--- src/rtl/pico_mem_mpu_pkg.sv ---
// Shared definitions for the picorv32 memory protection unit: FSM encoding,
// protection table field layout and the range helper used by the region checks.
package pico_mem_mpu_pkg;

  typedef enum logic [1:0] {
    ST_LOAD = 2'd0,
    ST_IDLE = 2'd1,
    ST_RESP = 2'd2
  } mpu_state_e;

  localparam int NUM_REGIONS      = 5;
  localparam int WORDS_PER_REGION = 3;

  // Bit positions inside the permission word (W2) and the control word
  localparam int PERM_R      = 0;
  localparam int PERM_W      = 1;
  localparam int PERM_X      = 2;
  localparam int PERM_V      = 3;
  localparam int PERM_BITS   = 4;
  localparam int CTRL_EN_BIT = 0;

  // W0/W1 each pack {base, limit} as two 16-bit halves
  localparam int BASE_LSB  = 16;
  localparam int LIMIT_LSB = 0;
  localparam int FIELD_W   = 16;

  function automatic logic in_range(input logic [FIELD_W-1:0] value,
                                    input logic [FIELD_W-1:0] lo,
                                    input logic [FIELD_W-1:0] hi);
    return (value >= lo) && (value < hi);
  endfunction

endpackage

--- src/rtl/pico_mem_mpu_region_check.sv ---
// Single protection region: data-range match plus owner-PC and R/W/X permission grant.
module mpu_region_check
  import pico_mem_mpu_pkg::*;
(
  input  logic [31:0]          data_word,
  input  logic [31:0]          code_word,
  input  logic [PERM_BITS-1:0] perm_bits,
  input  logic [23:0]          byte_addr,
  input  logic [15:0]          pc_low,
  input  logic                 is_inst,
  input  logic                 is_store,
  output logic                 match,
  output logic                 grant
);

  logic data_hit_s;
  logic code_hit_s;
  logic perm_ok_s;

  // Region hit and the permission required by the access kind
  always_comb begin
    data_hit_s = perm_bits[PERM_V] && (byte_addr[23:16] == 8'd0) &&
                 in_range(byte_addr[15:0], data_word[BASE_LSB +: FIELD_W],
                          data_word[LIMIT_LSB +: FIELD_W]);
    code_hit_s = in_range(pc_low, code_word[BASE_LSB +: FIELD_W],
                          code_word[LIMIT_LSB +: FIELD_W]);
    if (is_inst) begin
      perm_ok_s = perm_bits[PERM_X];
    end else if (is_store) begin
      perm_ok_s = perm_bits[PERM_W] && code_hit_s;
    end else begin
      perm_ok_s = perm_bits[PERM_R] && code_hit_s;
    end
  end

  assign match = data_hit_s;
  assign grant = data_hit_s && perm_ok_s;

endmodule

--- src/rtl/pico_mem_mpu.sv ---
// MPU between the picorv32 native memory port and a single-port SRAM. Loads its
// protection table from a reserved SRAM window after reset, then gates every access.
module pico_mem_mpu
  import pico_mem_mpu_pkg::*;
#(
  parameter int DATA_WIDTH     = 32,
  parameter int MPU_START_ADDR = 768,
  parameter int MPU_LEN        = 16
) (
  input  logic                    clk,
  input  logic                    resetn,
  input  logic                    is_inst,
  input  logic [31:0]             pc_addr,
  output logic                    inform_cpu_wait,
  input  logic                    cpu_valid,
  output logic                    cpu_ready,
  input  logic [21:0]             cpu_addr,
  input  logic [DATA_WIDTH-1:0]   cpu_wdata,
  input  logic [DATA_WIDTH/8-1:0] cpu_wstrb,
  output logic [DATA_WIDTH-1:0]   cpu_rdata,
  output logic [DATA_WIDTH/8-1:0] mem_wen,
  output logic [21:0]             mem_addr,
  output logic [DATA_WIDTH-1:0]   mem_wdata,
  input  logic [DATA_WIDTH-1:0]   mem_rdata
);

  localparam int          CNT_W  = $clog2(MPU_LEN + 1);
  localparam int          IDX_W  = $clog2(MPU_LEN);
  localparam logic [21:0] WIN_LO = 22'(MPU_START_ADDR);
  localparam logic [21:0] WIN_HI = 22'(MPU_START_ADDR + MPU_LEN);

  mpu_state_e            state_r;
  logic [CNT_W-1:0]      cnt_r;
  logic                  wait_r;
  logic                  ready_r;
  logic                  allowed_r;
  logic [DATA_WIDTH-1:0] cfg_r [MPU_LEN];

  logic [IDX_W-1:0]       cfg_idx_s;
  logic [23:0]            byte_addr_s;
  logic                   is_store_s;
  logic                   window_hit_s;
  logic                   allowed_s;
  logic [NUM_REGIONS-1:0] match_s;
  logic [NUM_REGIONS-1:0] grant_s;
  logic                   unused_s;

  assign cfg_idx_s    = IDX_W'(cnt_r - CNT_W'(1));
  assign byte_addr_s  = {cpu_addr, 2'b00};
  assign is_store_s   = |cpu_wstrb;
  assign window_hit_s = (cpu_addr >= WIN_LO) && (cpu_addr < WIN_HI);

  for (genvar k = 0; k < NUM_REGIONS; k++) begin : g_region
    mpu_region_check u_check (
      .data_word (cfg_r[1 + WORDS_PER_REGION*k]),
      .code_word (cfg_r[2 + WORDS_PER_REGION*k]),
      .perm_bits (cfg_r[3 + WORDS_PER_REGION*k][PERM_BITS-1:0]),
      .byte_addr (byte_addr_s),
      .pc_low    (pc_addr[15:0]),
      .is_inst   (is_inst),
      .is_store  (is_store_s),
      .match     (match_s[k]),
      .grant     (grant_s[k])
    );
  end

  // Access decision; the config window is never writable, even with the MPU off
  always_comb begin
    if (is_store_s && window_hit_s) begin
      allowed_s = 1'b0;
    end else if (!cfg_r[0][CTRL_EN_BIT]) begin
      allowed_s = 1'b1;
    end else if (!(|match_s)) begin
      allowed_s = 1'b1;
    end else begin
      allowed_s = |grant_s;
    end
  end

  // Table bits with no function in the decision
  always_comb begin
    unused_s = ^{cfg_r[0][DATA_WIDTH-1:1], pc_addr[31:16]};
    for (int k = 0; k < NUM_REGIONS; k++) begin
      unused_s = unused_s ^ (^cfg_r[3 + WORDS_PER_REGION*k][DATA_WIDTH-1:PERM_BITS]);
    end
  end

  // SRAM port steering: table fetch during LOAD, pass-through afterwards
  always_comb begin
    mem_addr  = cpu_addr;
    mem_wdata = cpu_wdata;
    mem_wen   = '0;
    case (state_r)
      ST_LOAD: mem_addr = WIN_LO + 22'(cnt_r);
      ST_IDLE: begin
        if (cpu_valid && allowed_s) begin
          mem_wen = cpu_wstrb;
        end else begin
          mem_wen = '0;
        end
      end
      ST_RESP: mem_wen = '0;
      default: mem_wen = '0;
    endcase
  end

  // SRAM read data is already registered, so the response only needs masking
  assign cpu_rdata       = (state_r == ST_RESP && allowed_r) ? mem_rdata : '0;
  assign cpu_ready       = ready_r;
  assign inform_cpu_wait = wait_r;

  // Control FSM and protection table capture
  always_ff @(posedge clk or negedge resetn) begin
    if (!resetn) begin
      state_r   <= ST_LOAD;
      cnt_r     <= '0;
      wait_r    <= 1'b1;
      ready_r   <= 1'b0;
      allowed_r <= 1'b0;
      for (int i = 0; i < MPU_LEN; i++) begin
        cfg_r[i] <= '0;
      end
    end else begin
      case (state_r)
        ST_LOAD: begin
          ready_r <= 1'b0;
          if (cnt_r != CNT_W'(0)) begin
            cfg_r[cfg_idx_s] <= mem_rdata;
          end
          if (cnt_r == CNT_W'(MPU_LEN)) begin
            state_r <= ST_IDLE;
            wait_r  <= 1'b0;
          end else begin
            cnt_r <= cnt_r + CNT_W'(1);
          end
        end
        ST_IDLE: begin
          if (cpu_valid) begin
            allowed_r <= allowed_s;
            ready_r   <= 1'b1;
            state_r   <= ST_RESP;
          end else begin
            ready_r <= 1'b0;
          end
        end
        ST_RESP: begin
          ready_r <= 1'b0;
          state_r <= ST_IDLE;
        end
        default: begin
          state_r <= ST_LOAD;
          cnt_r   <= '0;
          wait_r  <= 1'b1;
          ready_r <= 1'b0;
        end
      endcase
    end
  end

endmodule

--- config.mk ---
export PLATFORM = sky130hd
export DESIGN_NAME = pico_mem_mpu
export DESIGN_NICKNAME = d
export VERILOG_FILES = /design/src/rtl/pico_mem_mpu_pkg.sv /design/src/rtl/pico_mem_mpu_region_check.sv /design/src/rtl/pico_mem_mpu.sv
export SDC_FILE = /design/constraint.sdc
export NUM_CORES = 1
export LEC_CHECK = 0
export BUFFER_PORTS_ARGS = -buffer_cell sky130_fd_sc_hd__buf_2
export CORE_MARGIN = 5
export CORE_UTILIZATION = 40
export DETAILED_ROUTE_END_ITERATION = 7
export GPL_TIMING_DRIVEN = 0
export PLACE_DENSITY = 0.64
export SLEW_MARGIN = 30
export SYNTH_ARGS = -nofsm -noshare
export SYNTH_HDL_FRONTEND = slang
export SYNTH_SLANG_ARGS = --single-unit
--- constraint.sdc ---
create_clock -name clk -period 2 [get_ports clk]
set_input_delay 0.1 -clock clk [delete_from_list [all_inputs] [get_ports clk]]
set_output_delay 0.1 -clock clk [all_outputs]
set_load 0.05 [all_outputs]
## Word level (Yosys, flattened, before mapping)

Index checks and enable logic that the tools add are counted.

| word-level totals | value |
|---|---|
| input port bits | 126 |
| logic and storage cells | 137 |
| register bits | 522 |

| cells by class | value |
|---|---|
| magnitude comparators | 24 |
| bitwise gates (word level) | 2 |
| eq/ne operators | 6 |
| $add $sub $neg | 3 |
| reductions and logical operators | 52 |
| mux-type cells | 29 |

Operator list:

| kind | number |
|---|---|
| $bwmux 512 | 1 |
| $ge 16x16->1 | 10 |
| $lt 16x16->1 | 10 |
| $demux 32 s4 | 1 |
| $mux 32 | 2 |
| $logic_and 1x1->1 | 40 |
| $ge 22x10->1 const B | 1 |
| $lt 22x10->1 const B | 1 |
| $mux 22 | 1 |
| $mux 1 | 16 |
| $add 10x5->11 const A | 1 |
| $pmux 5 s2 | 1 |
| $reduce_and 2->1 | 5 |
| $reduce_or 5->1 | 2 |
| $logic_not 8->1 | 1 |
| $mux 4 | 2 |
| $ne 2x2->1 const B | 3 |
| $pmux 2 s3 | 1 |
| $add 5x1->5 const B | 1 |
| $eq 5x5->1 const B | 1 |
| $ge 5x5->1 const B | 1 |
| $lt 5x1->1 const B | 1 |
| $mux 5 | 1 |
| $not 4->5 | 1 |
| 10 further kinds | 11 |

## Depth between registers and ports, before layout

Gate-level depths: netlist of run 1.

| depth | value |
|---|---|
| depth in word-level cells | 13 |
| gate-level depth with buffers | 10 |
| mapped depth without buffers | 10 |

## Modules after synthesis

Synthesis of run 1 repeated with hierarchy kept, for this count alone.

| second synthesis, totals | value |
|---|---|
| cells, all modules | 2,072 |
| area, all modules | 22,407.7 um^2 |

Modules (own cells, without submodules):

| module | cells each | sequential area each (um^2) | instances | area an instance (um^2) |
|---|---|---|---|---|
| pico_mem_mpu | 982 | 8,784.7 | 1 | 14,581.5 |
| mpu_region_check | 218 | 0.0 | 5 | 1,565.3 |

## Worst setup path after synthesis of run 1

No wires, ideal clock.

| timing path | value |
|---|---|
| path type | register -> output |
| start point | register cfg_r[321] (netlist bit) |
| end point | output mem_wen[0] |
| path slack | -860 ps |
| cell stages (with the launch flop) | 10 |
| path buffers | 0 |
| data arrival time | 2,760 ps |
| data required time | 1,900 ps |
| cells stage by stage | dfrtp_1 inv_1 ha_1 a2111oi_4 nor4_1 a2111oi_1 o211ai_1 a221o_1 a41o_1 a21boi_1 |

| between the ends | value |
|---|---|
| word-level cells in the longest chain between the ends | 13 |
| elaborated cells between the ends (all ways) | 14 |
| those cells by class | 1 x order compare; 7 x mux; 6 x reduce/logical |

RTL lines:

| element | RTL line | text |
|---|---|---|
| start: declaration | pico_mem_mpu.sv:37 | `logic [DATA_WIDTH-1:0] cfg_r [MPU_LEN];` |
| start signal: indexed assignment | pico_mem_mpu.sv:128 | `cfg_r[cfg_idx_s] <= mem_rdata;` |
| $lt 16x16->1 (*) | pico_mem_mpu_pkg.sv:30 | `return (value >= lo) && (value < hi);` |
| $logic_and 1x1->1 (*) | pico_mem_mpu_pkg.sv:30 |  |
| $logic_and 1x1->1, on equally long branches | pico_mem_mpu_region_check.sv:32, pico_mem_mpu_region_check.sv:30 |  |
| $mux 1 (*) | pico_mem_mpu_region_check.sv:29 | `end else if (is_store) begin` |
| $mux 1 (*) | pico_mem_mpu_region_check.sv:27 | `if (is_inst) begin` |
| $logic_and 1x1->1 (*) | pico_mem_mpu_region_check.sv:37 | `assign grant = data_hit_s && perm_ok_s;` |
| $reduce_or 5->1 (*) | pico_mem_mpu.sv:76 | `allowed_s = \|grant_s;` |
| $mux 1 (*) | pico_mem_mpu.sv:73 | `end else if (!(\|match_s)) begin` |
| $mux 1 (*) | pico_mem_mpu.sv:71 | `end else if (!cfg_r[0][CTRL_EN_BIT]) begin` |
| $mux 1 (*) | pico_mem_mpu.sv:69 | `if (is_store_s && window_hit_s) begin` |
| $logic_and 1x1->1 (*) | pico_mem_mpu.sv:96 | `if (cpu_valid && allowed_s) begin` |
| $mux 4 (*) | pico_mem_mpu.sv:96 |  |
| $mux 4 (*) | pico_mem_mpu.sv:93 | `case (state_r)` |
| end: declaration | pico_mem_mpu.sv:21 | `output logic [DATA_WIDTH/8-1:0] mem_wen,` |

Every way passes the cells marked *; elsewhere a longest branch is shown, timed or not.

## Worst setup path in the final report of run 1

| timing path | value |
|---|---|
| start point | register cfg_r[163] (netlist bit) |
| end point | output mem_wen[2] |

| between the ends | value |
|---|---|
| word-level cells in the longest chain between the ends | 11 |
| elaborated cells between the ends (all ways) | 12 |
| those cells by class | 1 x order compare; 5 x mux; 6 x reduce/logical |

RTL lines:

| element | RTL line | text |
|---|---|---|
| $lt 16x16->1 (*) | pico_mem_mpu_pkg.sv:30 |  |
| $logic_and 1x1->1 (*) | pico_mem_mpu_pkg.sv:30 |  |
| $logic_and 1x1->1 (*) | pico_mem_mpu_region_check.sv:22 | `data_hit_s = perm_bits[PERM_V] && (byte_addr[23:16] == 8'd0) &&` |
| $logic_and 1x1->1 | pico_mem_mpu_region_check.sv:37 |  |
| $reduce_or 5->1 | pico_mem_mpu.sv:76 |  |
| $mux 1 (*) | pico_mem_mpu.sv:73 |  |
| $mux 1 (*) | pico_mem_mpu.sv:71 |  |
| $mux 1 (*) | pico_mem_mpu.sv:69 |  |
| $logic_and 1x1->1 (*) | pico_mem_mpu.sv:96 |  |
| $mux 4 (*) | pico_mem_mpu.sv:96 |  |
| $mux 4 (*) | pico_mem_mpu.sv:93 |  |

Marked as above.

==> reports/results.txt, run 1 <==
Cells after DPL - 3147
CP required - 1.90 ns
post-route ant nets - 0
status - complete, but fails checks
Top Family by Delay on Critical Path - compound AO/OA/AOI/OAI gates
post-synth top area cell - dfrtp_1
# setup viols final - 203
routed wire length - 69500 µm
sequential element share of the synthesized area - 42.0%
first-pass GRT wire length - 100000 µm
min-delay worst type - in -> reg
clk slew on worst S/H paths - 0.06 ns
FFs w/ async S/R, synth - 100%
Yosys reg bits - 351
DR WL/cell - 21.0 µm
CP startpoint kind - register
Clock power frac - 20.8%
Net Sw Power - 13100 µW
simple-gate share of the synthesized area - 13.0%
failing checks - setup timing
CP Max Fanout - 5
root buffer cell - clkbuf_16
synthesized cell area - 20900 µm²
post-synthesis mux area share - 3.25%
final core area utilization - 54.0%
Slew Viols, Final - 0
clk sinks - 351
Post-synth top flop - dfrtp_1
# rows - 83
largest net degree at the start of global routing - 87
Commonest cells post-synth - dfrtp_1 (350), nand2_1 (340), o21ai_0 (336)
EDFF count, synth - 0
Area Overhead vs Synth - 33.3%
Worst path slowest cell - a221oi_1
1st-iter DRT viols - 1291
total CTS buffers - 39
main combinational cell family by area after synthesis - adder cells
via count - 18300
effective utilization at floorplan - 40.5%
Layout Cells excl Fill - 3312
P_leak - 0.0139 µW
Worst Tran Pin Value - 1.05 ns
Hold WS - 0.0386 ns
most frequent cell after synthesis - dfrtp_1
Synth Area in Compound Gates - 15.1%
Fmax achieved - 288 MHz
Die ar. - 57000 µm²
clk_skew - 0.0120 ns
share of cells above drive strength 1 - 29.0%
Mapped Nets - 2725
Reg power frac - 32.1%
H-tree lvl count - 2
relative slew slack - 30.1%
synth warn - 0
kind of critical path - reg -> out
Cell Int Power - 21000 µW
post-synth cell types - 63
Avg Inst Size Synth - 9.12 µm²
switching share of power - 38.4%
crit path capture type - primary output
PwrDens - 1220 nW/µm²
vias in the first global route - 17800
gr usage total - 22.2%
fraction of synthesized cell area in xor and xnor cells - 0.0419%
Vias per Instance - 5.53
critical path's largest stage delay - 0.44 ns
Fillers - 4379
Synth Area in Adders - 18.2%
die height - 239 µm
crit-path cells - inv_1 > ha_1 > nor4bb_1 > a211oi_1 > o21ai_0 > a221oi_1 > o21ai_1 > nand3b_1 > a41o_4 > a21boi_4 > buf_8
top cell type's share of synthesized area - 41.9%
Comb power frac - 47.0%
unrepaired setup endpoints after global routing - true
DRT Pass-1 Iters - 5
CP Data Arrival Time - 3.37 ns
Routability Congestion - 0.882
ANT cells - 0
WP buf/inv - 2
Synth area leaders - dfrtp_1 (42%), ha_1 (18%), o21ai_0 (8.0%), nand2_1 (6.1%), inv_1 (5.4%)
dpl ws - -1.62 ns
HPWL after DPL - 46900 µm
initial antenna violation count - 1
Max-Cap Viols - 0
total grt overflow - 0
Max IR drop VDD - 1.04 mV
Final WS setup - -1.47 ns
# nets final - 3037
final period utilization - 174%
chip width - 239 µm
final hold vios - 0
port bufs - 169
CTS max path bufs - 3
post-synthesis cell count - 2294
DRC violations left - 0
clk_lat worst skew - 0.55 ns
total core area - 51600 µm²
minimum clock period - 3.47 ns
CTS tree - done
Ports - 218
final timing paths:
check                        startpoint    endpoint  slack [ns]  cells after the start
min in group asynchronous        resetn  cfg_r[228]        0.05                      2
min reg2reg                  cfg_r[273]  cfg_r[273]        0.50                      1
max                          cfg_r[163]  mem_wen[2]       -1.47                     11
max in group asynchronous        resetn  cfg_r[284]        0.74                      4
max reg2reg                  cfg_r[163]   allowed_r       -0.68                     10
min                        mem_rdata[1]    cfg_r[1]        0.04                      2
routing by layer:
| layer | GRT usage [%] | share of wire, % | vias to the layer above |
|---|---|---|---|
| met4 | 7.51 | 3.8 | 0 |
| met5 | 0 | 0 | - |
| met1 | 30.2 | 43 | 8992 |
| met3 | 3.69 | 7.2 | 188 |
| li1 | - | - | 8437 |
| met2 | 36.1 | 46 | 696 |
flip-flops by register name, summed over array words and instances, names as in the netlist:
signal,flops
state_r,2
cnt_r,5
cfg_r,341
cpu_ready,1
allowed_r,1
inform_cpu_wait,1
area by class of cell:
cell class | instances | area, µm² | area share (%)
inverters | 300 | 1130 | 4.07
repair buffers | 277 | 2830 | 10.1
well taps | 680 | 851 | 3.05
flip-flops and latches | 351 | 8790 | 31.5
multi-input cells | 1508 | 11900 | 42.7
clock inverters | 6 | 30.0 | 0.108
plain buffers | 129 | 1130 | 4.05
clock buffers | 61 | 1200 | 4.31
kinds of logic after synthesis:
family          count (synthesis)
fa+ha+maj                     305
flops                         351
xor+xnor                        1
mux                            61
simple gates                  584
buf+inv                       436
compound gates                556
metrics by stage:
step / power, µW / instance area (µm²) / TNS [ns]
3_5_place_dp: 23200 / 22900 / -172.62
5_1_grt: 36300 / 27900 / -35.31
6_report: 34000 / 27900 / -21.32
2_1_floorplan: 19700 / 21000 / -1.98
3_3_place_gp: 22500 / 22700 / -2283.13
4_1_cts: 31900 / 25500 / -12.64
power by group through the flow:
stage          Sequential (µW)  Clock, µW  Combinational (µW)
2_1_floorplan            10700          0                9050
5_1_grt                  11200       7450               17700
3_5_place_dp             11000          0               12200
3_3_place_gp             10900          0               11600
6_report                 10900       7090               16000
4_1_cts                  10900       7150               13900
layout by cell type, fill, tap and decap left out, types with 19 or more instances in the layout:
master,Yosys,routed
a21o_1,39,39
a21oi_1,101,98
and3_4,0,24
buf_2,2,120
buf_4,32,65
buf_6,0,73
buf_8,0,67
clkbuf_1,102,43
clkbuf_16,0,60
dfrtp_1,350,346
ha_1,305,297
inv_1,300,293
mux2_4,0,44
nand2_1,340,238
nand2_2,0,68
nand2_4,0,34
nand3_1,23,23
nand4_1,43,43
nor2_1,58,40
nor2_4,0,19
nor2b_1,25,21
o21ai_0,336,110
o21ai_1,4,151
o21ai_2,0,79
repair_timing:
action / 4_1_cts / 5_1_grt
pin swaps: 27 / 36
resized for setup: 350 / 717
hold buffers: 6 / 0
cloned: 1 / 24
endpoints found under the setup margin: 398 / 398
setup buffers: 39 / 41
hold endpoints to repair: 276 / 0
No activity file was read; power rests on OpenSTA's default activity.
==> run 2: changes to the inputs <==
--- a/config.mk
+++ b/config.mk
@@ -8,6 +8,7 @@
 export BUFFER_PORTS_ARGS = -buffer_cell sky130_fd_sc_hd__buf_2
 export CORE_MARGIN = 5
 export CORE_UTILIZATION = 40
+export CTS_BUF_LIST = sky130_fd_sc_hd__clkbuf_4
 export DETAILED_ROUTE_END_ITERATION = 7
 export GPL_TIMING_DRIVEN = 0
 export PLACE_DENSITY = 0.64
==> run 2 against run 1 <==
Against the previous run: the run still ends with setup timing left; worst setup slack got worse by 0.23 ns; highest routed layer unchanged; clock skew increased by 0.023 ns; sequential share of layout area decreased by 0.52 points; count of clock-buffer cells in the layout increased by 78.
==> reports/results.txt, run 2 (synthesis results as in run 1) <==
status - complete, but fails checks
failing checks - setup timing
total core area - 51600 µm²
P_leak - 0.0143 µW
TNS Setup - -50.19 ns
final hold vios - 0
# setup viols final - 376
Cells after DPL - 3147
Die ar. - 57000 µm²
Placed Area - 22900 µm²
met3 wire len - 4920 µm
most common cell after layout, fill and taps aside - dfrtp_1
clk_skew - 0.0355 ns
minimum clock period - 3.70 ns
clk slew on worst S/H paths - 0.07 ns
HPWL after DPL - 46900 µm
Final WS setup - -1.70 ns
Vias per Instance - 5.47
final core area utilization - 54.9%
unrepaired setup endpoints after global routing - true
PwrDens - 1180 nW/µm²
Fillers - 4447
routed wire length - 70000 µm
Worst Tran Pin Value - 1.13 ns
relative slew slack - 24.6%
most frequent cells in the layout - dfrtp_1 (346), ha_1 (297), inv_1 (293), nand2_1 (216), o21ai_0 (160)
CP startpoint kind - register
Max-Cap Viols - 0
fin area - 28300 µm²
CP Max Fanout - 5
share of cells above drive strength 1 - 32.1%
clk sinks - 351
crit path capture type - primary output
crit-path cells - inv_1 > ha_1 > a21oi_1 > o21ai_0 > a2111oi_2 > o311ai_1 > buf_4 > nand2_1 > nand3_1 > a41o_4 > a21boi_4 > buf_6
DR top layer - met4
port bufs - 169
WL met2 - 32900 µm
critical path's largest stage delay - 0.45 ns
via count - 18800
root buffer cell - clkbuf_4
CTS max path bufs - 3
H-tree lvl count - 3
Design Power - 33500 µW
first-pass GRT wire length - 102000 µm
1st-iter DRT viols - 1262
Layout Cells excl Fill - 3438
effective utilization at floorplan - 40.5%
Ports - 218
min-delay worst type - in -> reg
DRC violations left - 0
chip width - 239 µm
area occupied by registers - 8790 µm²
CP required - 1.90 ns
total CTS buffers - 94
Routability Congestion - 0.882
total grt overflow - 0
Slew Viols, Final - 0
area of the multi-input gates - 12100 µm²
Max IR drop VDD - 1.05 mV
DR WL/cell - 20.4 µm
post-route ant nets - 0
CTS tree - done
register bank with the most flops - cfg_r
clk_lat worst skew - 0.83 ns
largest net degree at the start of global routing - 87
Metal-1 WL - 29600 µm
kind of critical path - reg -> out
CP Data Arrival Time - 3.60 ns
# rows - 83
Area Overhead vs Synth - 35.5%
# nets final - 3124
max FFs per register - 341
DRT Pass-1 Iters - 6
gr usage total - 22.6%
die height - 239 µm
vias in the first global route - 18300
largest registers - cfg_r (341), cnt_r (5), state_r (2)
initial antenna violation count - 4
Fmax achieved - 270 MHz
final period utilization - 185%
Worst path slowest cell - a2111oi_2
-- run 2: cell count changes in the layout (fill, tap and decap cells not counted), sizes merged --
| cell | delta |
|---|---|
| diode | +2 |
| buf | -5 |
| dlygate4sd3 | +30 |
| clkbuf | +86 |
| nor2 | -1 |
| inv | +1 |
| clkinv | +13 |
-- run 2: final timing paths --
path	start	endpoint	slack [ns]	depth (start not counted)
worst max-delay path	cfg_r[457]	mem_wen[2]	-1.70	12
worst min register to register	cfg_r[448]	cfg_r[448]	0.51	1
worst max register to register	cfg_r[82]	allowed_r	-0.65	10
max in group asynchronous	resetn	cfg_r[275]	0.66	5
min in group asynchronous	resetn	inform_cpu_wait	0.44	3
worst min-delay path	mem_rdata[16]	cfg_r[240]	0.07	3
-- run 2: routing by layer --
metal	track usage, %	vias up
met4	9.18	0
met1	30.1	9209
met2	36.5	730
li1	-	8683
met5	0	-
met3	4.06	195
-- run 2: layout make-up --
type	count	share of cell area [%]
repair buffers	306	11.4
inverters	300	4.01
flip-flops and latches	351	31.0
multi-input cells	1507	42.6
diodes	2	0.0177
plain buffers	133	4.04
well taps	680	3.00
clock buffers	139	3.68
clock inverters	20	0.278
-- run 2: critical path, delay by kind of cell, from the launching register on --
family / cells / cell delay [ns]
adders and majority gates: 1 / 0.25
and+or+nand+nor: 2 / 0.27
AOI/OAI and AO/OA: 6 / 1.46
buffers and inverters: 3 / 0.44
DFF: 1 / 0.36
-- run 2: repair_timing --
item,in CTS,in global routing
endpoints found under the hold margin,523,0
buffers inserted,34,40
cloned,0,24
setup endpoints to repair,398,396
pin swaps,25,34
hold buffers,37,0
resized for setup,299,813
-- run 2: power breakdown --
group	switching, µW	internal, µW
clock	3100	3140
sequential	966	9920
combinational	9200	7140
total	13300	20200
-- run 2: metrics by stage --
step           hold WS [ns]  worst slack, ns
3_3_place_gp          0.351            -6.10
5_1_grt              0.0691            -1.90
2_1_floorplan        -0.196           -0.437
6_report             0.0690            -1.70
4_1_cts              0.0126            -1.83
3_5_place_dp         0.0294            -1.62
